--- src/rtl/cereal_rx.sv ---
// cereal_rx: 8N1 serial receiver feeding a small first-word-fall-through FIFO.
//   sysclk    - system clock, rising edge
//   rst_n     - asynchronous active-low reset
//   rx        - serial line, idle high, asynchronous to sysclk
//   rd        - pop request, honoured only while valid=1
//   clr       - clears the sticky overrun flag
//   data      - FIFO head byte (holds last head when empty)
//   valid     - FIFO not empty
//   frame_err - one-cycle pulse when a stop bit is sampled low
//   overrun   - sticky, a received byte was dropped on a full FIFO
//   busy      - receiver FSM is not idle
//
// state | meaning
// IDLE  | waiting for the line to go low
// START | counting to mid start bit to reject glitches
// DATA  | sampling 8 data bits, LSB first, one per bit period
// STOP  | sampling the stop bit
// BRK   | stop bit was low; waiting for the line to return high
module cereal_rx #(
  parameter int CLKS_PER_BIT = 5208,
  parameter int FIFO_DEPTH   = 4
) (
  input  logic       sysclk,
  input  logic       rst_n,
  input  logic       rx,
  input  logic       rd,
  input  logic       clr,
  output logic [7:0] data,
  output logic       valid,
  output logic       frame_err,
  output logic       overrun,
  output logic       busy
);

  localparam int CW  = $clog2(CLKS_PER_BIT);
  localparam int PW  = $clog2(FIFO_DEPTH);
  localparam int NW  = PW + 1;
  localparam logic [CW-1:0] HALF_TC = CW'(CLKS_PER_BIT / 2 - 1);
  localparam logic [CW-1:0] BIT_TC  = CW'(CLKS_PER_BIT - 1);

  typedef enum logic [2:0] {IDLE, START, DATA, STOP, BRK} state_t;

  state_t state, state_nxt;

  logic          rx_m, rx_s;
  logic [CW-1:0] cnt;
  logic [2:0]    idx;
  logic [7:0]    shreg;
  logic          bit_tc, stop_ok, stop_bad, push_pend;

  logic [7:0]    mem [FIFO_DEPTH];
  logic [PW-1:0] wr_ptr, rd_ptr;
  logic [NW-1:0] count;
  logic [7:0]    hold;
  logic          empty, full, pop, push_ok, drop;

  // Two-flop synchronizer; resets to the idle line level.
  always_ff @(posedge sysclk or negedge rst_n) begin
    if (!rst_n) begin
      rx_m <= 1'b1;
      rx_s <= 1'b1;
    end else begin
      rx_m <= rx;
      rx_s <= rx_m;
    end
  end

  assign bit_tc = (cnt == BIT_TC);

  always_ff @(posedge sysclk or negedge rst_n) begin
    if (!rst_n) state <= IDLE;
    else        state <= state_nxt;
  end

  always_comb begin
    state_nxt = state;
    case (state)
      IDLE:    if (!rx_s) state_nxt = START;
      START:   if (cnt == HALF_TC) state_nxt = rx_s ? IDLE : DATA;
      DATA:    if (bit_tc && idx == 3'd7) state_nxt = STOP;
      STOP:    if (bit_tc) state_nxt = rx_s ? IDLE : BRK;
      BRK:     if (rx_s) state_nxt = IDLE;
      default: state_nxt = IDLE;
    endcase
  end

  always_comb begin
    busy     = (state != IDLE);
    stop_ok  = (state == STOP) && bit_tc && rx_s;
    stop_bad = (state == STOP) && bit_tc && !rx_s;
  end

  // Cycle counter restarts on every state change and on each data bit sample.
  always_ff @(posedge sysclk or negedge rst_n) begin
    if (!rst_n) begin
      cnt       <= '0;
      idx       <= '0;
      shreg     <= '0;
      push_pend <= 1'b0;
      frame_err <= 1'b0;
    end else begin
      push_pend <= stop_ok;
      frame_err <= stop_bad;
      if (state != state_nxt || (state == DATA && bit_tc))
        cnt <= '0;
      else if (state == START || state == DATA || state == STOP)
        cnt <= cnt + CW'(1);
      else
        cnt <= '0;
      if (state == IDLE)
        idx <= '0;
      else if (state == DATA && bit_tc) begin
        shreg[idx] <= rx_s;
        idx        <= idx + 3'd1;
      end
    end
  end

  assign empty   = (count == '0);
  assign full    = (count == NW'(FIFO_DEPTH));
  assign pop     = rd && !empty;
  assign push_ok = push_pend && (!full || pop);
  assign drop    = push_pend && full && !pop;
  assign valid   = !empty;
  // hold tracks the head while non-empty so data keeps the last head after draining.
  assign data    = empty ? hold : mem[rd_ptr];

  always_ff @(posedge sysclk or negedge rst_n) begin
    if (!rst_n) begin
      for (int i = 0; i < FIFO_DEPTH; i++) mem[i] <= '0;
      wr_ptr  <= '0;
      rd_ptr  <= '0;
      count   <= '0;
      hold    <= '0;
      overrun <= 1'b0;
    end else begin
      hold <= data;
      if (push_ok) begin
        mem[wr_ptr] <= shreg;
        wr_ptr      <= wr_ptr + PW'(1);
      end
      if (pop) rd_ptr <= rd_ptr + PW'(1);
      if (push_ok && !pop)      count <= count + NW'(1);
      else if (pop && !push_ok) count <= count - NW'(1);
      if (drop)     overrun <= 1'b1;
      else if (clr) overrun <= 1'b0;
    end
  end

endmodule

--- config.mk ---
export PLATFORM = sky130hd
export DESIGN_NAME = cereal_rx
export DESIGN_NICKNAME = d
export VERILOG_FILES = /design/src/rtl/cereal_rx.sv
export SDC_FILE = /design/constraint.sdc
export NUM_CORES = 1
export LEC_CHECK = 0
export BUFFER_PORTS_ARGS = -buffer_cell sky130_fd_sc_hd__buf_2
export CAP_MARGIN = 20
export CORE_AREA = 2 2 114 116
export DETAILED_ROUTE_END_ITERATION = 8
export DIE_AREA = 0 0 116 118
export GPL_TIMING_DRIVEN = 0
export MAX_ROUTING_LAYER = met4
export PLACE_DENSITY = 0.44
export SLEW_MARGIN = 0
export SYNTH_ARGS = -nofsm -noshare
export SYNTH_HDL_FRONTEND = slang
export SYNTH_SLANG_ARGS = --single-unit
--- constraint.sdc ---
create_clock -name sysclk -period 3.05 [get_ports sysclk]
set_clock_uncertainty 0.15 [all_clocks]
set_input_delay 0.1525 -clock sysclk [delete_from_list [all_inputs] [get_ports sysclk]]
set_output_delay 0.1525 -clock sysclk [all_outputs]
set_load 0.1 [all_outputs]
==> results_dict.tcl <==
set metrics [dict create \
    grt_first_pass_wirelength_um 12100 \
    n_antenna_cell 0 \
    swShare_pct 20.1 \
    dieArea_mm2 0.0137 \
    cp_slowest_cell "dlygate4sd3_1" \
    grt-ovfl-total 0 \
    cts-resized-gates 0 \
    ys_warn_count 0 \
    layout_commonest_cell "dfrtp_1" \
    grt_max_degree 50 \
    place_hpwl_um 4700 \
    area_growth_pct 17.6 \
    rows 41 \
    port_buffers 16 \
    drive_above_1_share_pct 31.6 \
    cp-end-kind "flip-flop" \
    p_leak_nw 2.01 \
    finalSetupViolCount 0 \
    antenna_found_initial 0 \
    seq_area_frac_synth_pct 53.9 \
    power_frac_comb_pct 1.6 \
    ioPinCount 17 \
    crit_fanout 8 \
    rsz0062_at_grt "no" \
    syn_avg_cell_area_um2 13.2 \
    cp-start-kind "input port" \
    start_util_pct 29.6 \
    slowest_delay_ns 0.53 \
    synth_ff_type "dfrtp_1" \
    finalWeightedCongestion 0.767 \
    switchingPower_mw 0.423 \
    die_height_um 118 \
    drtAntennaViolNets 0 \
    required_ns 3.12 \
    path_delay_family "buffers and inverters" \
    cts.sinks 79 \
    period_minus_slack_ns 2.51 \
    drt_iter0_markers 84 \
    drcViolationCount 0 \
    tightest_slew_ns 0.671 \
    path_class "in -> reg" \
    synth-seq-cells 79 \
    p_int_mw 1.68 \
    mostFrequentLayoutCells "dfrtp_1 (77), mux2_2 (47), nor2_1 (19)" \
    worstPathArrival_ns 2.58 \
    cts_buffer_depth 2 \
    worstSetupPathDepth 9 \
    outcome "complete, no violations" \
    drtPass1Iterations 4 \
    via_per_inst 4.51 \
    cts_made_buffers 9 \
    final_core_util_pct 34.8 \
    placed_cells 467 \
    hold_class "in -> async" \
    final_cells 485 \
    power.density_mw_per_mm2 488 \
    die_w_um 116 \
    path_buf_inv 4 \
    routed_wl_um 6990 \
    cp_cell_sequence "dlygate4sd3_1 -> buf_2 -> nor4b_1 -> nor2b_1 -> clkbuf_1 -> ha_1 -> inv_1 -> fa_1 -> mux2_2" \
    post_cts_buffers 0 \
    wl_per_cell_um 14.4 \
    r2r_cells 9 \
    drv_cap 0 \
    syn_inst 278 \
    synth_nets 292 \
    p_seq_share_pct 49.9 \
    power_frac_clock_pct 48.4 \
    ys_types 48 \
    synth_area_mm2 0.00367 \
    post-route-period-util_pct 82.2 \
    fmax_mhz 399 \
    maxSlewViolCount 0 \
    tns_ns 0 \
    synthArstFlopShare_pct 100 \
    final_hold_viol_count 0 \
    synth_edf_count 0 \
    peakVddDrop_uv 301 \
    relSlewSlack_pct 55.3 \
    vias 2186 \
    track_usage_pct 11.8 \
    cts_hold_buf 4 \
    cts_root_buf "clkbuf_16" \
    grt_pass1_vias 2286 \
    core_area_mm2 0.0124 \
    nets 324 \
    clk_pin_slew_ns 0.06 \
    cts_tree "yes" \
    htreeDepth 3 \
    clk_latency_ns 0.33 \
]
==> worst register-to-register path: cells and delay by family, from the launching register on <==
kind / cells / cell delay [ns]
xor+xnor: 2 / 0.30
fa+ha+maj: 2 / 0.57
simple gates: 3 / 0.67
buf+inv: 2 / 0.30
flops: 1 / 0.42
==> Yosys cell counts (2+ instances only) <==
| master | count | area share [%] |
|---|---|---|
| o21ai_0 | 6 | 0.82 |
| mux4_2 | 8 | 4.9 |
| nand4_1 | 7 | 1.2 |
| and4_1 | 2 | 0.48 |
| mux2_1 | 2 | 0.61 |
| ha_1 | 8 | 2.7 |
| mux2_2 | 47 | 14 |
| nand2b_1 | 4 | 0.68 |
| inv_1 | 5 | 0.51 |
| nor3b_1 | 2 | 0.41 |
| nand2_1 | 13 | 1.3 |
| xnor2_1 | 5 | 1.2 |
| nor2_1 | 19 | 1.9 |
| nand3_1 | 7 | 0.95 |
| buf_2 | 3 | 0.41 |
| dfstp_2 | 2 | 1.4 |
| nor4b_1 | 4 | 0.95 |
| or4b_1 | 2 | 0.55 |
| dfrtp_1 | 77 | 53 |
| o211ai_1 | 2 | 0.41 |
| xor2_1 | 11 | 2.6 |
| or3_1 | 3 | 0.51 |
| and3_1 | 2 | 0.34 |
| nor2b_1 | 4 | 0.68 |
| clkbuf_1 | 10 | 1.0 |
==> logic make-up after synthesis <==
kind of cell	after synthesis	share of synthesized area [%]
flops	79	53.9
xor+xnor	16	3.82
buf+inv	18	1.94
simple gates	81	13.7
fa+ha+maj	9	3.27
mux	57	19.9
compound gates	18	3.34
==> state kept, by name, summed over array words and instances, names as in the netlist <==
signal	count
cnt	13
mem	32
rx_s	1
rx_m	1
hold	8
overrun	1
state	3
push_pend	1
count	3
idx	3
shreg	8
rd_ptr	2
frame_err	1
wr_ptr	2
==> routing by layer <==
metal  vias to the layer above  part of all wire [%]  global-route usage (%)
met1                      1085                    50                    15.4
met3                         7                   2.9                    3.40
met4                         0                   1.4                    4.02
li1                       1070                     -                       -
met2                        24                    46                    17.6
met5                         -                     0                       -
==> power by group through the flow <==
stage | combinational [mW] | clock, mW | sequential, mW
after global routing | 0.0413 | 1.10 | 1.05
after detailed placement | 0.0333 | 0 | 1.07
after CTS | 0.0372 | 1.06 | 1.05
final | 0.0348 | 1.02 | 1.05
after floorplan | 0.00235 | 0 | 1.07
after global placement | 0.0282 | 0 | 1.07
==> layout make-up <==
class                      count  area, um2
sequential                    79       1980
clock buffer                  10        229
tap                          172        215
fill                        1263       8100
inverter                       5       18.8
clock inverter                 4       48.8
buffer                        13       53.8
timing repair buffer          21        150
multi-input combinational    181       1620
==> metrics by stage <==
step / power, mW / worst slack (ns) / hold WS, ns / instance area [um2]
after floorplan: 1.07 / 0.377 / -0.293 / 3670
after global placement: 1.10 / 0.590 / 0.109 / 3970
after detailed placement: 1.10 / 0.550 / -0.0204 / 4000
after CTS: 2.15 / 0.545 / 0.174 / 4310
after global routing: 2.20 / 0.361 / 0.207 / 4310
final: 2.11 / 0.543 / 0.170 / 4310
==> worst paths after layout <==
kind	from	end	slack, ns
max	rd	count[1]	0.54
min	rst_n	hold[7]	0.17
max reg2reg	count[1]	count[2]	0.57
min reg2reg	rx_m	rx_s	0.20
max in group asynchronous	rst_n	cnt[11]	1.99
min in group sysclk	rx_m	rx_s	0.20
(Power assumes the default switching activity.)
